===== src/rtl/instr_fetch_unit_if.sv =====
// Fetch-side bus bundle: instruction-memory port, control inputs and the decode handshake.
// The master modport is the fetch unit; the slave modport is its environment.
interface instr_fetch_unit_if;
    logic        fetch_en;
    logic [31:0] A;
    logic [31:0] read_data;
    logic        redirect_valid;
    logic [31:0] redirect_pc;
    logic        instr_valid;
    logic        instr_ready;
    logic [31:0] instr;
    logic [31:0] instr_pc;
    logic        instr_fault;

    modport master (
        input  fetch_en,
        output A,
        input  read_data,
        input  redirect_valid,
        input  redirect_pc,
        output instr_valid,
        input  instr_ready,
        output instr,
        output instr_pc,
        output instr_fault
    );

    modport slave (
        output fetch_en,
        input  A,
        output read_data,
        output redirect_valid,
        output redirect_pc,
        input  instr_valid,
        output instr_ready,
        input  instr,
        input  instr_pc,
        input  instr_fault
    );
endinterface


===== src/rtl/instr_fetch_unit.sv =====
// Instruction fetch unit: issues word addresses to instruction memory, buffers returned
// words in a small FIFO for decode, and handles redirects and out-of-range fetch faults.
module instr_fetch_unit #(
    parameter logic [31:0] RESET_PC    = 32'h0,
    parameter int unsigned MEM_DEPTH   = 256,
    parameter int unsigned FETCH_DEPTH = 2,
    parameter logic [31:0] NOP_INSTR   = 32'h0000_0013
) (
    input logic                clk,
    input logic                reset,
    instr_fetch_unit_if.master bus
);
    localparam int unsigned PtrW     = (FETCH_DEPTH > 1) ? $clog2(FETCH_DEPTH) : 1;
    localparam int unsigned CntW     = $clog2(FETCH_DEPTH + 1);
    localparam logic [32:0] MemBytes = 33'(MEM_DEPTH) * 33'd4;

    typedef enum logic [1:0] {StIdle, StFetch, StHalt} state_e;

    typedef struct packed {
        logic [31:0] instr;
        logic [31:0] pc;
        logic        fault;
    } entry_t;

    state_e          state_q, state_d;
    logic [31:0]     fetch_pc_q, fetch_pc_d;
    logic            inflight_q, inflight_d;
    logic [31:0]     inflight_pc_q, inflight_pc_d;
    logic [PtrW-1:0] rd_ptr_q, rd_ptr_d, wr_ptr_q, wr_ptr_d, wr_ptr_nx;
    logic [CntW-1:0] count_q, count_d;
    entry_t          fifo_q [FETCH_DEPTH];

    logic       redirect, pop, credit_ok, pc_oob, issue_try, issue, fault, push_mem;
    logic [1:0] n_push;
    entry_t     mem_entry, fault_entry, head;

    function automatic logic [PtrW-1:0] ptr_inc(input logic [PtrW-1:0] p);
        return (32'(p) == FETCH_DEPTH - 1) ? '0 : p + PtrW'(1);
    endfunction

    assign redirect  = bus.redirect_valid;
    assign pop       = (count_q != '0) && bus.instr_ready;
    // Credit counts the in-flight word so a returning read always has a free slot.
    assign credit_ok = (32'(count_q) + 32'(inflight_q) - 32'(pop)) < FETCH_DEPTH;
    assign pc_oob    = {1'b0, fetch_pc_q} >= MemBytes;
    assign issue_try = (state_q == StFetch) && bus.fetch_en && !redirect && credit_ok;
    assign issue     = issue_try && !pc_oob;
    assign fault     = issue_try && pc_oob;
    assign push_mem  = inflight_q && !redirect;
    assign n_push    = 2'(push_mem) + 2'(fault);
    assign wr_ptr_nx = ptr_inc(wr_ptr_q);

    assign mem_entry   = '{instr: bus.read_data, pc: inflight_pc_q, fault: 1'b0};
    assign fault_entry = '{instr: NOP_INSTR, pc: fetch_pc_q, fault: 1'b1};

    always_comb begin
        state_d = state_q;
        if (redirect) begin
            state_d = bus.fetch_en ? StFetch : StIdle;
        end else begin
            unique case (state_q)
                StIdle:  if (bus.fetch_en) state_d = StFetch;
                StFetch: begin
                    if (!bus.fetch_en) state_d = StIdle;
                    else if (fault)    state_d = StHalt;
                end
                StHalt:  state_d = StHalt;
                default: state_d = StIdle;
            endcase
        end
    end

    always_comb begin
        fetch_pc_d    = fetch_pc_q;
        inflight_d    = issue;
        inflight_pc_d = inflight_pc_q;
        rd_ptr_d      = pop ? ptr_inc(rd_ptr_q) : rd_ptr_q;
        wr_ptr_d      = wr_ptr_q;
        count_d       = count_q + CntW'(n_push) - CntW'(pop);
        if (n_push == 2'd1)      wr_ptr_d = wr_ptr_nx;
        else if (n_push == 2'd2) wr_ptr_d = ptr_inc(wr_ptr_nx);
        if (issue) begin
            fetch_pc_d    = fetch_pc_q + 32'd4;
            inflight_pc_d = fetch_pc_q;
        end
        if (redirect) begin
            fetch_pc_d = bus.redirect_pc & ~32'd3;
            rd_ptr_d   = '0;
            wr_ptr_d   = '0;
            count_d    = '0;
        end
    end

    always_ff @(posedge clk or negedge reset) begin
        if (!reset) begin
            state_q       <= StIdle;
            fetch_pc_q    <= RESET_PC;
            inflight_q    <= 1'b0;
            inflight_pc_q <= '0;
            rd_ptr_q      <= '0;
            wr_ptr_q      <= '0;
            count_q       <= '0;
        end else begin
            state_q       <= state_d;
            fetch_pc_q    <= fetch_pc_d;
            inflight_q    <= inflight_d;
            inflight_pc_q <= inflight_pc_d;
            rd_ptr_q      <= rd_ptr_d;
            wr_ptr_q      <= wr_ptr_d;
            count_q       <= count_d;
        end
    end

    // A returning word and a fault can land on the same edge; the word goes first.
    always_ff @(posedge clk) begin
        if (push_mem) fifo_q[wr_ptr_q] <= mem_entry;
        if (fault)    fifo_q[push_mem ? wr_ptr_nx : wr_ptr_q] <= fault_entry;
    end

    assign head            = fifo_q[rd_ptr_q];
    assign bus.A           = fetch_pc_q;
    assign bus.instr_valid = (count_q != '0);
    assign bus.instr       = bus.instr_valid ? head.instr : '0;
    assign bus.instr_pc    = bus.instr_valid ? head.pc    : '0;
    assign bus.instr_fault = bus.instr_valid ? head.fault : 1'b0;
endmodule


===== src/flat_wrapper.sv =====
// flat-port wrapper written by rule: the top's interface ports become plain ports
module instr_fetch_unit_flat 
#(
    parameter logic [31:0] RESET_PC    = 32'h0,
    parameter int unsigned MEM_DEPTH   = 256,
    parameter int unsigned FETCH_DEPTH = 2,
    parameter logic [31:0] NOP_INSTR   = 32'h0000_0013
)
  (clk, reset, bus_fetch_en, bus_A, bus_read_data, bus_redirect_valid, bus_redirect_pc, bus_instr_valid, bus_instr_ready, bus_instr, bus_instr_pc, bus_instr_fault);
  instr_fetch_unit_if bus_i ();
  input logic clk;
  input logic reset;
  input wire logic [$bits(bus_i.fetch_en)-1:0] bus_fetch_en;
  output wire logic [$bits(bus_i.A)-1:0] bus_A;
  input wire logic [$bits(bus_i.read_data)-1:0] bus_read_data;
  input wire logic [$bits(bus_i.redirect_valid)-1:0] bus_redirect_valid;
  input wire logic [$bits(bus_i.redirect_pc)-1:0] bus_redirect_pc;
  output wire logic [$bits(bus_i.instr_valid)-1:0] bus_instr_valid;
  input wire logic [$bits(bus_i.instr_ready)-1:0] bus_instr_ready;
  output wire logic [$bits(bus_i.instr)-1:0] bus_instr;
  output wire logic [$bits(bus_i.instr_pc)-1:0] bus_instr_pc;
  output wire logic [$bits(bus_i.instr_fault)-1:0] bus_instr_fault;
  assign bus_i.fetch_en = bus_fetch_en;
  assign bus_A = bus_i.A;
  assign bus_i.read_data = bus_read_data;
  assign bus_i.redirect_valid = bus_redirect_valid;
  assign bus_i.redirect_pc = bus_redirect_pc;
  assign bus_instr_valid = bus_i.instr_valid;
  assign bus_i.instr_ready = bus_instr_ready;
  assign bus_instr = bus_i.instr;
  assign bus_instr_pc = bus_i.instr_pc;
  assign bus_instr_fault = bus_i.instr_fault;
  instr_fetch_unit #(.RESET_PC(RESET_PC), .MEM_DEPTH(MEM_DEPTH), .FETCH_DEPTH(FETCH_DEPTH), .NOP_INSTR(NOP_INSTR)) u_core (.clk(clk), .reset(reset), .bus(bus_i));
endmodule

===== config.mk =====
export PLATFORM = sky130hd
export DESIGN_NAME = instr_fetch_unit_flat
export DESIGN_NICKNAME = d
export VERILOG_FILES = /design/src/rtl/instr_fetch_unit_if.sv /design/src/rtl/instr_fetch_unit.sv /design/src/flat_wrapper.sv
export SDC_FILE = /design/constraint.sdc
export NUM_CORES = 1
export LEC_CHECK = 0
export BUFFER_PORTS_ARGS = -buffer_cell sky130_fd_sc_hd__buf_4
export CORE_AREA = 4 4 146 148
export CTS_BUF_LIST = sky130_fd_sc_hd__clkbuf_8
export DETAILED_ROUTE_END_ITERATION = 8
export DIE_AREA = 0 0 150 152
export PLACE_DENSITY = 0.66
export REMOVE_ABC_BUFFERS = 1
export SYNTH_ARGS = -nofsm -noshare
export SYNTH_HDL_FRONTEND = slang
export SYNTH_SLANG_ARGS = --single-unit

===== constraint.sdc =====
create_clock -name clk -period 3.95 [get_ports clk]
set_clock_uncertainty 0.15 [all_clocks]
set_input_delay 0.395 -clock clk [delete_from_list [all_inputs] [get_ports clk]]
set_output_delay 0.395 -clock clk [all_outputs]
set_load 0.01 [all_outputs]

# Yosys cells after proc, flatten, opt, wreduce, memory -nomap -nowiden
# Memories as Yosys holds them, arrays and structs flattened.
# Index checks and enable logic that the tools add are counted.
# totals
regBits	71
mem_bits_rw	130
out_inout_bits	98
word_cells	65
n_memories	1
# op_classes
add_sub_neg	9
order_cmp	2
n_eq_ne	6
muxes	25
n_reduce_logical	15
# memory_table
name	words	width	rd	rd_ports_with_merged_regs	wr	line	source
u_core.fifo_q	2	65	1	0	2	instr_fetch_unit.sv:31	entry_t fifo_q [FETCH_DEPTH];
# op_table
op	count
$mux 32	4
$add 32x3->32 const B	1
$ge 32x11->1 const B	1
$lt 32x2->1 const B	1
$sub 32x1->32	1
$mux 1	15
$mux 2	5
$logic_and 1x1->1	7
$pmux 2 s3	1
$reduce_bool 2->1	3
$eq 2x1->1 const B	2
$eq 2x2->1 const B	2
$ne 4x3->1 const B	1
$add 1x1->1 const B	3
$add 2x1->3	1
$ne 3x3->1 const B	1
$reduce_bool 3->1	1
$add 1x1->2	1
$add 2x2->2	1
$logic_not 1->1	2
$logic_not 2->1	1
$reduce_and 2->1	1
$sub 2x1->2	1

# Logic depth before layout (Yosys ltp)
# Gate-level depths: netlist of run 1.
# logic_depth
word_depth	11
mapped_depth	16
ltp_nobuf	16

# Least setup slack after synthesis of run 1
# No wires, ideal clock.
# synth_path
path_kind	register to register
start	register u_core.count_q[0]
end	memory u_core.fifo_q[1][10] (netlist name), enable pin
setup_time_ns	0.385
t_arrival_ns	3.038
required_ns	3.415
setup_slack_ns	0.378
stages_incl_launch_ff	13
n_path_buf	0
path_cell_list	dfrtp_1 ha_1 inv_1 ha_1 inv_1 ha_1 ha_1 nand4b_1 or3_4 a21oi_2 nand2_1 fa_1 inv_1
# synth_rtl
item	line	source
start: declaration	instr_fetch_unit.sv:30	logic [CntW-1:0] count_q, count_d;
start signal: assignment	instr_fetch_unit.sv:110	count_q <= count_d;
end: declaration	instr_fetch_unit.sv:31	

# Worst setup path in the final report of run 1
# layout_path
start	register u_core.count_q[0]
end	register u_core.count_q[1]
# layout_between
elab_chain_cells	10
elab_cells_between_ends	11
classes_between	5 x add/sub; 1 x order compare; 1 x mux; 4 x reduce/logical
# layout_lines
item	line	source
parallel branches: the longest is 8 deep, another holds $sub 32x1->32	--	
$sub 2x1->2 *	instr_fetch_unit.sv:79	count_d = count_q + CntW'(n_push) - CntW'(pop);
$mux 2 *	instr_fetch_unit.sv:86	if (redirect) begin
named net u_core.count_d[1]	instr_fetch_unit.sv:30	
# Mark *: on every way through the listed nets, which the timed path passes.
# A chain may end at the register's enable or synchronous reset.

==> metrics.txt, run 1 <==
# TYPE chip_impl_metric gauge
chip_impl_metric{name="fin_worst_hold_slack",unit="ps"} 30.38
chip_impl_metric{name="detailed_place.area",unit="µm²"} 10410
chip_impl_metric{name="core_region_area",unit="µm²"} 20040
chip_impl_metric{name="power_dens_cells",unit="nW/µm²"} 456.6
chip_impl_metric{name="grt_first_pass_wirelength",unit="µm"} 33600
chip_impl_metric{name="clk_pin_slew",unit="ps"} 100
chip_impl_metric{name="vias_after_detailed_routing",unit=""} 6354
chip_impl_metric{name="finalWirelength",unit="µm"} 20770
chip_impl_info{name="dominantRegCellSynth",value="dfrtp_1"} 1
chip_impl_metric{name="gr-usage-all-layers",unit=""} 0.1842
chip_impl_metric{name="layout-drive-gt1-share",unit=""} 0.2121
chip_impl_info{name="start_kind",value="flop"} 1
chip_impl_metric{name="syn_avg_cell_area",unit="µm²"} 10.57
chip_impl_info{name="crit_path_cell_trace",value="ha_1 -> inv_1 -> ha_1 -> inv_1 -> ha_1 -> ha_1 -> nand4b_1 -> or3_4 -> a21oi_2 -> nand2_1 -> inv_1 -> ha_1 -> ha_1 -> xnor2_1 -> xnor2_1 -> nor2_1"} 1
chip_impl_metric{name="report.final.hold_viol_count",unit=""} 0
chip_impl_metric{name="worst_ir_drop_vdd",unit="mV"} 0.2460
chip_impl_metric{name="synthesis.area",unit="µm²"} 8912
chip_impl_metric{name="detailedRoute.firstPassIterationCount",unit=""} 4
chip_impl_metric{name="placementRows",unit=""} 52
chip_impl_metric{name="vias_in_the_first_global_route",unit=""} 6454
chip_impl_info{name="ctsRootBufferMaster",value="clkbuf_8"} 1
chip_impl_info{name="critPathMostFrequentCell",value="ha_1"} 1
chip_impl_metric{name="cp_data_arrival_time",unit="ps"} 3740
chip_impl_info{name="crit_path_end_kind",value="flop"} 1
chip_impl_metric{name="combPwrFrac",unit=""} 0.300
chip_impl_metric{name="design.portCount",unit=""} 167
chip_impl_metric{name="clock_sink_count",unit=""} 193
chip_impl_metric{name="number_of_standard_cells_after_synthesis",unit=""} 843
chip_impl_metric{name="fin_crit",unit="ps"} 3540
chip_impl_metric{name="via_per_inst",unit=""} 4.914
chip_impl_metric{name="vert_die_dim",unit="µm"} 152
chip_impl_info{name="worstSetupPathType",value="flop to flop"} 1
chip_impl_metric{name="post-route-worst-setup-slack",unit="ps"} 409.7
chip_impl_metric{name="totalNegativeSetupSlack",unit="ps"} 0
chip_impl_info{name="worst_hold_path_type",value="primary input to flop"} 1
chip_impl_metric{name="totalPowerFinal",unit="mW"} 5.047
chip_impl_metric{name="ctsResizeCount",unit=""} 0
chip_impl_metric{name="slowest_delay",unit="ps"} 440
chip_impl_metric{name="critical_path_peak_fanout",unit=""} 8
chip_impl_info{name="outcome",value="completed"} 1
chip_impl_metric{name="worst_slew_pin_slew",unit="ps"} 881.5
chip_impl_metric{name="seq_area_frac_synth",unit=""} 0.5385
chip_impl_metric{name="leakage",unit="nW"} 5.046
chip_impl_metric{name="place.gp.congestion",unit=""} 0.7633
chip_impl_metric{name="synth_enable_flop_cells",unit=""} 60
chip_impl_metric{name="cts_inserted_buffers",unit=""} 17
chip_impl_metric{name="power.internal",unit="mW"} 3.350
chip_impl_info{name="rsz0062_at_grt",value="false"} 1
chip_impl_metric{name="clk_path_buf_depth",unit=""} 2
chip_impl_metric{name="h-tree-depth",unit=""} 4
chip_impl_metric{name="final_area",unit="µm²"} 11050
chip_impl_metric{name="synth_warnings",unit=""} 0
chip_impl_metric{name="dieWidth",unit="µm"} 150
chip_impl_metric{name="nFillCells",unit=""} 1826
chip_impl_metric{name="synthDistinctLibCells",unit=""} 45
chip_impl_metric{name="synth-async-reset-ratio",unit=""} 0.3472
chip_impl_metric{name="syn2layout_area_growth",unit="%"} 24.04
chip_impl_metric{name="worstSkewPairLatency",unit="ps"} 460
chip_impl_metric{name="number_of_remaining_drc_errors",unit=""} 0
chip_impl_metric{name="cts_setup_buffers",unit=""} 0
chip_impl_metric{name="power.net_switching",unit="mW"} 1.697
chip_impl_metric{name="effective_utilization_at_floorplan",unit=""} 0.4447
chip_impl_info{name="tritoncts",value="done"} 1
chip_impl_metric{name="die-area",unit="µm²"} 22800
chip_impl_metric{name="setup_viol",unit=""} 0
chip_impl_metric{name="numPortBuffers",unit=""} 160
chip_impl_metric{name="min_period_over_period",unit=""} 0.8963
chip_impl_metric{name="netSwitchingFraction",unit=""} 0.3362
chip_impl_metric{name="worst_ep_required",unit="ps"} 4150
chip_impl_metric{name="maxSlewHeadroom",unit=""} 0.4123
chip_impl_metric{name="cts-hold-fix-buffers",unit=""} 27
chip_impl_metric{name="globalRouteOverflowTotal",unit=""} 0
chip_impl_metric{name="seq_power_share",unit=""} 0.458
chip_impl_metric{name="clock_power_share",unit=""} 0.241
chip_impl_metric{name="drtAntennaViolNets",unit=""} 0
chip_impl_metric{name="final_net_count",unit=""} 1095
chip_impl_metric{name="detailedRoute.firstIterationViolations",unit=""} 281
chip_impl_metric{name="route.detailed.wl_per_inst",unit="µm"} 16.06
chip_impl_metric{name="dp_hpwl",unit="µm"} 13600
chip_impl_metric{name="postSynthRegisterBits",unit=""} 193
chip_impl_info{name="critical_path.slowest_cell",value="dfrtp_1"} 1
chip_impl_metric{name="grt_start_max_net_pins",unit=""} 68
chip_impl_metric{name="dp_slack",unit="ps"} 397.3
chip_impl_metric{name="fmax",unit="GHz"} 0.2825
chip_impl_metric{name="diodes",unit=""} 0
chip_impl_metric{name="max-cap-violations",unit=""} 0
chip_impl_metric{name="timing.final.max_slew_violations",unit=""} 0
chip_impl_metric{name="grt_antenna_before_repair",unit=""} 0
-- area by class of cell --
class	count	area, µm²	share of cell area
clock inverter	15	128.9	0.01166
multi-input combinational	550	3724	0.3368
inverter	45	170.2	0.01539
tap	270	337.8	0.03056
clock buffer	17	234.0	0.02117
sequential	193	4803	0.4345
timing repair buffer	203	1657	0.1499
-- sequential cells by signal (all words and copies together) (netlist names) --
| register | count |
|---|---|
| u_core.rd_ptr_q | 1 |
| u_core.wr_ptr_q | 1 |
| u_core.count_q | 2 |
| u_core.fifo_q | 126 |
| u_core.bus.A | 30 |
| u_core.state_q | 2 |
| u_core.inflight_q | 1 |
| u_core.inflight_pc_q | 30 |
-- cell families (layout without fill, tap and decap cells) --
family | Yosys count | after routing | synth area share
fa+ha+maj | 16 | 16 | 0.02499
flops | 193 | 193 | 0.5385
mux | 185 | 185 | 0.2078
simple gates | 282 | 282 | 0.1331
compound gates | 58 | 58 | 0.04085
buf+inv | 103 | 280 | 0.04942
other cells | 1 | 4 | 0.0004208
xor+xnor | 5 | 5 | 0.004913
-- synth_stat cells, drive strengths merged (2+ instances only) --
master | count | area share
o21ai | 36 | 0.020
nand3 | 6 | 0.0034
nand2 | 101 | 0.043
a21oi | 4 | 0.0027
clkbuf | 34 | 0.014
and2 | 22 | 0.015
nand2b | 2 | 0.0014
a221o | 4 | 0.0045
dfxtp | 66 | 0.15
nor4 | 6 | 0.0042
buf | 24 | 0.016
o31ai | 3 | 0.0025
edfxtp | 60 | 0.20
a211o | 2 | 0.0020
and3 | 5 | 0.0035
nor2 | 132 | 0.056
ha | 13 | 0.018
xnor2 | 4 | 0.0039
mux2i | 185 | 0.21
fa | 3 | 0.0067
dfrtp | 67 | 0.19
a22oi | 2 | 0.0017
inv | 44 | 0.019
a32o | 3 | 0.0034
-- metal layers --
| layer | GRT usage | wire (µm) |
|---|---|---|
| met5 | 0 | 0 |
| met4 | 0.05054 | 282 |
| met3 | 0.03932 | 1302 |
| met2 | 0.3002 | 9701 |
| met1 | 0.2491 | 9479 |
-- metrics by stage --
step | utilization | std cells
floorplan | - | 788
global placement | 0.5195 | 1233
detailed placement | 0.5195 | 1233
CTS | 0.5511 | 1292
global route | 0.5516 | 1293
finish | 0.5516 | 1293
-- critical path, delay by kind of cell, from the launching register on --
family | cells | cell delay (ps)
adders and majority gates | 6 | 1260
and+or+nand+nor | 4 | 740
DFF | 1 | 440
xor gates and xnor gates | 2 | 310
AOI/OAI and AO/OA | 1 | 290
buffers and inverters | 3 | 250
-- power by group through the flow --
stage / Sequential [mW] / Clock [mW] / Combinational, mW
floorplan: 2.35 / 0 / 0.789
detailed placement: 2.36 / 0 / 1.52
CTS: 2.32 / 1.25 / 1.54
global route: 2.33 / 1.34 / 1.66
finish: 2.31 / 1.22 / 1.52
global placement: 2.36 / 0 / 1.51
-- worst paths after layout --
path                                          start                    to  slack, ps  depth (start not counted)
worst max-delay path              u_core.count_q[0]     u_core.count_q[1]        410                         16
worst max register to register    u_core.count_q[0]     u_core.count_q[1]        410                         16
min in group asynchronous                     reset       u_core.bus.A[5]        430                          2
worst min register to register  u_core.fifo_q[1][0]   u_core.fifo_q[1][0]        310                          2
max in group asynchronous                     reset       u_core.rd_ptr_q       2550                          2
worst min-delay path              bus_read_data[14]  u_core.fifo_q[0][47]         30                          3
-- cell usage in the layout (no fill, tap or decap), types with 2 or more instances in the layout --
cell and instances:
a211o_1 2, a21oi_1 3, a221o_1 4, a22oi_1 2, a32o_1 3, and2_1 22
and3_1 5, buf_12 5, buf_4 170, clkbuf_8 17, clkinv_2 3, conb_1 4
dfrtp_1 66, dfxtp_1 66, dlygate4sd3_1 28, edfxtp_1 60, fa_1 2, ha_1 11
ha_4 2, inv_1 45, inv_4 5, inv_6 4, mux2i_1 185, nand2_1 101
nand2b_1 2, nand3_1 5, nor2_1 130, nor4_1 6, o21ai_0 32, o21ai_1 4
o31ai_1 3, xnor2_1 4
Power figures use the tool's default switching activity.
==> inputs of run 2 (changes only) <==
--- a/config.mk
+++ b/config.mk
@@ -10,8 +10,9 @@
 export CTS_BUF_LIST = sky130_fd_sc_hd__clkbuf_8
 export DETAILED_ROUTE_END_ITERATION = 8
 export DIE_AREA = 0 0 150 152
-export PLACE_DENSITY = 0.66
+export PLACE_DENSITY = 0.69
 export REMOVE_ABC_BUFFERS = 1
+export SETUP_SLACK_MARGIN = 0.2
 export SYNTH_ARGS = -nofsm -noshare
 export SYNTH_HDL_FRONTEND = slang
 export SYNTH_SLANG_ARGS = --single-unit
==> constraint.sdc (replaced) <==
create_clock -name clk -period 3 [get_ports clk]
set_clock_uncertainty 0.15 [all_clocks]
set_input_delay 0.3 -clock clk [delete_from_list [all_inputs] [get_ports clk]]
set_output_delay 0.3 -clock clk [all_outputs]
set_load 0.01 [all_outputs]
==> metrics.txt, run 2 (synthesis results as in run 1) <==
# TYPE chip_impl_metric gauge
chip_impl_metric{name="finish.cell_count_without_fillers",unit=""} 1390
chip_impl_metric{name="min_delay_path_depth",unit=""} 3
chip_impl_metric{name="globalRouteOverflowTotal",unit=""} 0
chip_impl_metric{name="drtAntennaViolNets",unit=""} 0
chip_impl_metric{name="place.gp.congestion",unit=""} 0.7659
chip_impl_metric{name="r2r.worst_path.cells",unit=""} 14
chip_impl_metric{name="post-place-cells",unit=""} 1256
chip_impl_info{name="start_kind",value="flop"} 1
chip_impl_metric{name="core_region_area",unit="µm²"} 20040
chip_impl_metric{name="effective_utilization_at_floorplan",unit=""} 0.4447
chip_impl_metric{name="placementRows",unit=""} 52
chip_impl_info{name="worst_hold_path_type",value="primary input to flop"} 1
chip_impl_metric{name="syn2layout_area_growth",unit="%"} 41.02
chip_impl_metric{name="worst_slew_pin_slew",unit="ps"} 919.8
chip_impl_metric{name="grt_start_max_net_pins",unit=""} 68
chip_impl_metric{name="route.detailed.wl_per_inst",unit="µm"} 17.79
chip_impl_metric{name="post-route-worst-setup-slack",unit="ps"} -48.27
chip_impl_metric{name="min_period_over_period",unit=""} 1.016
chip_impl_metric{name="number_of_remaining_drc_errors",unit=""} 0
chip_impl_metric{name="cp_data_arrival_time",unit="ps"} 3070
chip_impl_metric{name="layout-drive-gt1-share",unit=""} 0.3071
chip_impl_metric{name="dp_hpwl",unit="µm"} 14440
chip_impl_metric{name="design.portCount",unit=""} 167
chip_impl_info{name="worst_hold_path.endpoint",value="u_core.bus.A[6]"} 1
chip_impl_metric{name="die-area",unit="µm²"} 22800
chip_impl_info{name="outcome",value="complete, but fails checks"} 1
chip_impl_info{name="tritoncts",value="done"} 1
chip_impl_metric{name="cts_inserted_buffers",unit=""} 17
chip_impl_metric{name="timing.final.max_slew_violations",unit=""} 0
chip_impl_metric{name="report.final.hold_viol_count",unit=""} 0
chip_impl_info{name="worstReg2RegStart",value="u_core.count_q[0]"} 1
chip_impl_metric{name="vias_in_the_first_global_route",unit=""} 7145
chip_impl_metric{name="fin_crit",unit="ps"} 3048
chip_impl_metric{name="clock_sink_count",unit=""} 193
chip_impl_info{name="hold_start",value="bus_redirect_pc[6]"} 1
chip_impl_metric{name="nFillCells",unit=""} 1606
chip_impl_info{name="final_common_cell",value="buf_4"} 1
chip_impl_metric{name="totalPowerFinal",unit="mW"} 7.002
chip_impl_metric{name="ff2ff_setup_slack",unit="ps"} -50
chip_impl_metric{name="maxSlewHeadroom",unit=""} 0.3868
chip_impl_metric{name="h-tree-depth",unit=""} 4
chip_impl_metric{name="vert_die_dim",unit="µm"} 152
chip_impl_metric{name="worstSkewPairLatency",unit="ps"} 460
chip_impl_metric{name="clk_path_buf_depth",unit=""} 2
chip_impl_metric{name="max-cap-violations",unit=""} 0
chip_impl_metric{name="finalWirelength",unit="µm"} 24730
chip_impl_info{name="worstSetupPathType",value="flop to flop"} 1
chip_impl_info{name="register_bank_with_the_most_flops",value="u_core.fifo_q"} 1
chip_impl_metric{name="grt_antenna_before_repair",unit=""} 0
chip_impl_metric{name="fmax",unit="GHz"} 0.3281
chip_impl_metric{name="multi_input_comb_area",unit="µm²"} 3990
chip_impl_metric{name="largest_reg_flops",unit=""} 126
chip_impl_metric{name="power_dens_cells",unit="nW/µm²"} 557.1
chip_impl_metric{name="dieWidth",unit="µm"} 150
chip_impl_metric{name="clk_pin_slew",unit="ps"} 100
chip_impl_metric{name="worst_ir_drop_vdd",unit="mV"} 0.4499
chip_impl_metric{name="detailedRoute.firstIterationViolations",unit=""} 257
chip_impl_metric{name="vias_after_detailed_routing",unit=""} 7006
chip_impl_info{name="rsz0062_at_grt",value="true"} 1
chip_impl_info{name="crit_path_end_kind",value="flop"} 1
chip_impl_info{name="highest_count_cells_in_the_layout_ignoring_fill_and_taps",value="buf_4, mux2i_1, nor2_1, nand2_1"} 1
chip_impl_metric{name="via_per_inst",unit=""} 5.040
chip_impl_metric{name="diodes",unit=""} 0
chip_impl_metric{name="critical_path_peak_fanout",unit=""} 8
chip_impl_metric{name="detailedRoute.firstPassIterationCount",unit=""} 4
chip_impl_metric{name="grt_first_pass_wirelength",unit="µm"} 37230
chip_impl_metric{name="gr-usage-all-layers",unit=""} 0.2064
chip_impl_metric{name="leakage",unit="nW"} 5.678
chip_impl_metric{name="area.sequential",unit="µm²"} 4803
chip_impl_info{name="failed_checks",value="negative setup slack"} 1
chip_impl_info{name="r2r_end",value="u_core.fifo_q[1][12]"} 1
chip_impl_metric{name="setup_viol",unit=""} 84
chip_impl_info{name="ctsRootBufferMaster",value="clkbuf_8"} 1
chip_impl_metric{name="final_net_count",unit=""} 1192
chip_impl_metric{name="worst_ep_required",unit="ps"} 3020
chip_impl_metric{name="numPortBuffers",unit=""} 160
run 2: cell count changes in the layout (fill, tap and decap cells not counted), moves of 9 or more:
cell           previous run  this run
and2_1                   22         3
and2_4                    0        19
buf_4                   170       187
buf_6                     0        17
dlygate4sd3_1            28        64
nor2_1                  130       105
nor2_2                    1        25
o21ai_0                  32        23
run 2: per-layer routing:
layer	vias up	track usage	routed length (µm)
li1	3362	-	-
met1	3407	0.2698	10650
met2	204	0.3502	12280
met3	33	0.03664	1273
met4	0	0.06100	523
met5	-	0	0
run 2: final cells by class:
cell class,instances,area share
clock inverters,14,0.005874
multi-input cells,550,0.3175
flip-flops and latches,193,0.3822
well taps,270,0.02688
repair buffers,300,0.2340
clock buffers,18,0.01971
inverters,45,0.01384
run 2: worst max-delay path by stage:
stage	from	endpoint	slack, ps
final	u_core.count_q[0]	u_core.fifo_q[1][12]	-50
after detailed placement	u_core.inflight_q	u_core.count_q[1]	-140
after global placement	u_core.count_q[0]	u_core.fifo_q[1][10]	-70
after global routing	u_core.inflight_q	u_core.bus.A[6]	-180
after CTS	u_core.inflight_q	u_core.fifo_q[1][12]	-90
after floorplan	u_core.count_q[0]	u_core.fifo_q[1][10]	-810
run 2: power breakdown:
group,switching [mW],internal [mW]
logic,1.32,1.22
clock network,0.897,0.581
registers,0.144,2.84
total,2.36,4.64
run 2: through the flow:
stage          setup TNS, ps    util  cell area [µm²]  setup slack (ps)  hold WS, ps
3_5_place_dp           -5934  0.5307            10630            -142.3        294.2
3_3_place_gp           -2097  0.5307            10630            -68.23        289.2
2_1_floorplan         -92590       -             8653            -812.1       -145.6
6_report               -2037  0.6272            12570            -48.27        40.59
4_1_cts                -5344  0.6100            12220            -94.84        17.80
5_1_grt               -20180  0.6272            12570            -183.4        32.84
run 2: what timing repair did:
item | 4_1_cts | 5_1_grt
cloned | 11 | 8
hold endpoints to repair | 164 | 0
resized for setup | 88 | 38
pin swaps | 48 | 10
setup endpoints to repair | 190 | 229
hold buffers | 64 | 0
buffers inserted | 14 | 5
run 2: worst max-delay path: stages, from the launching register on:
cell and delay (ps):
dfrtp_1 370, ha_2 190, inv_2 50, ha_4 250
inv_2 30, ha_4 150, ha_4 140, nand4b_1 160
or3_4 350, a21oi_4 130, nand2_2 100, fa_2 360
inv_4 90, buf_12 120, buf_16 130
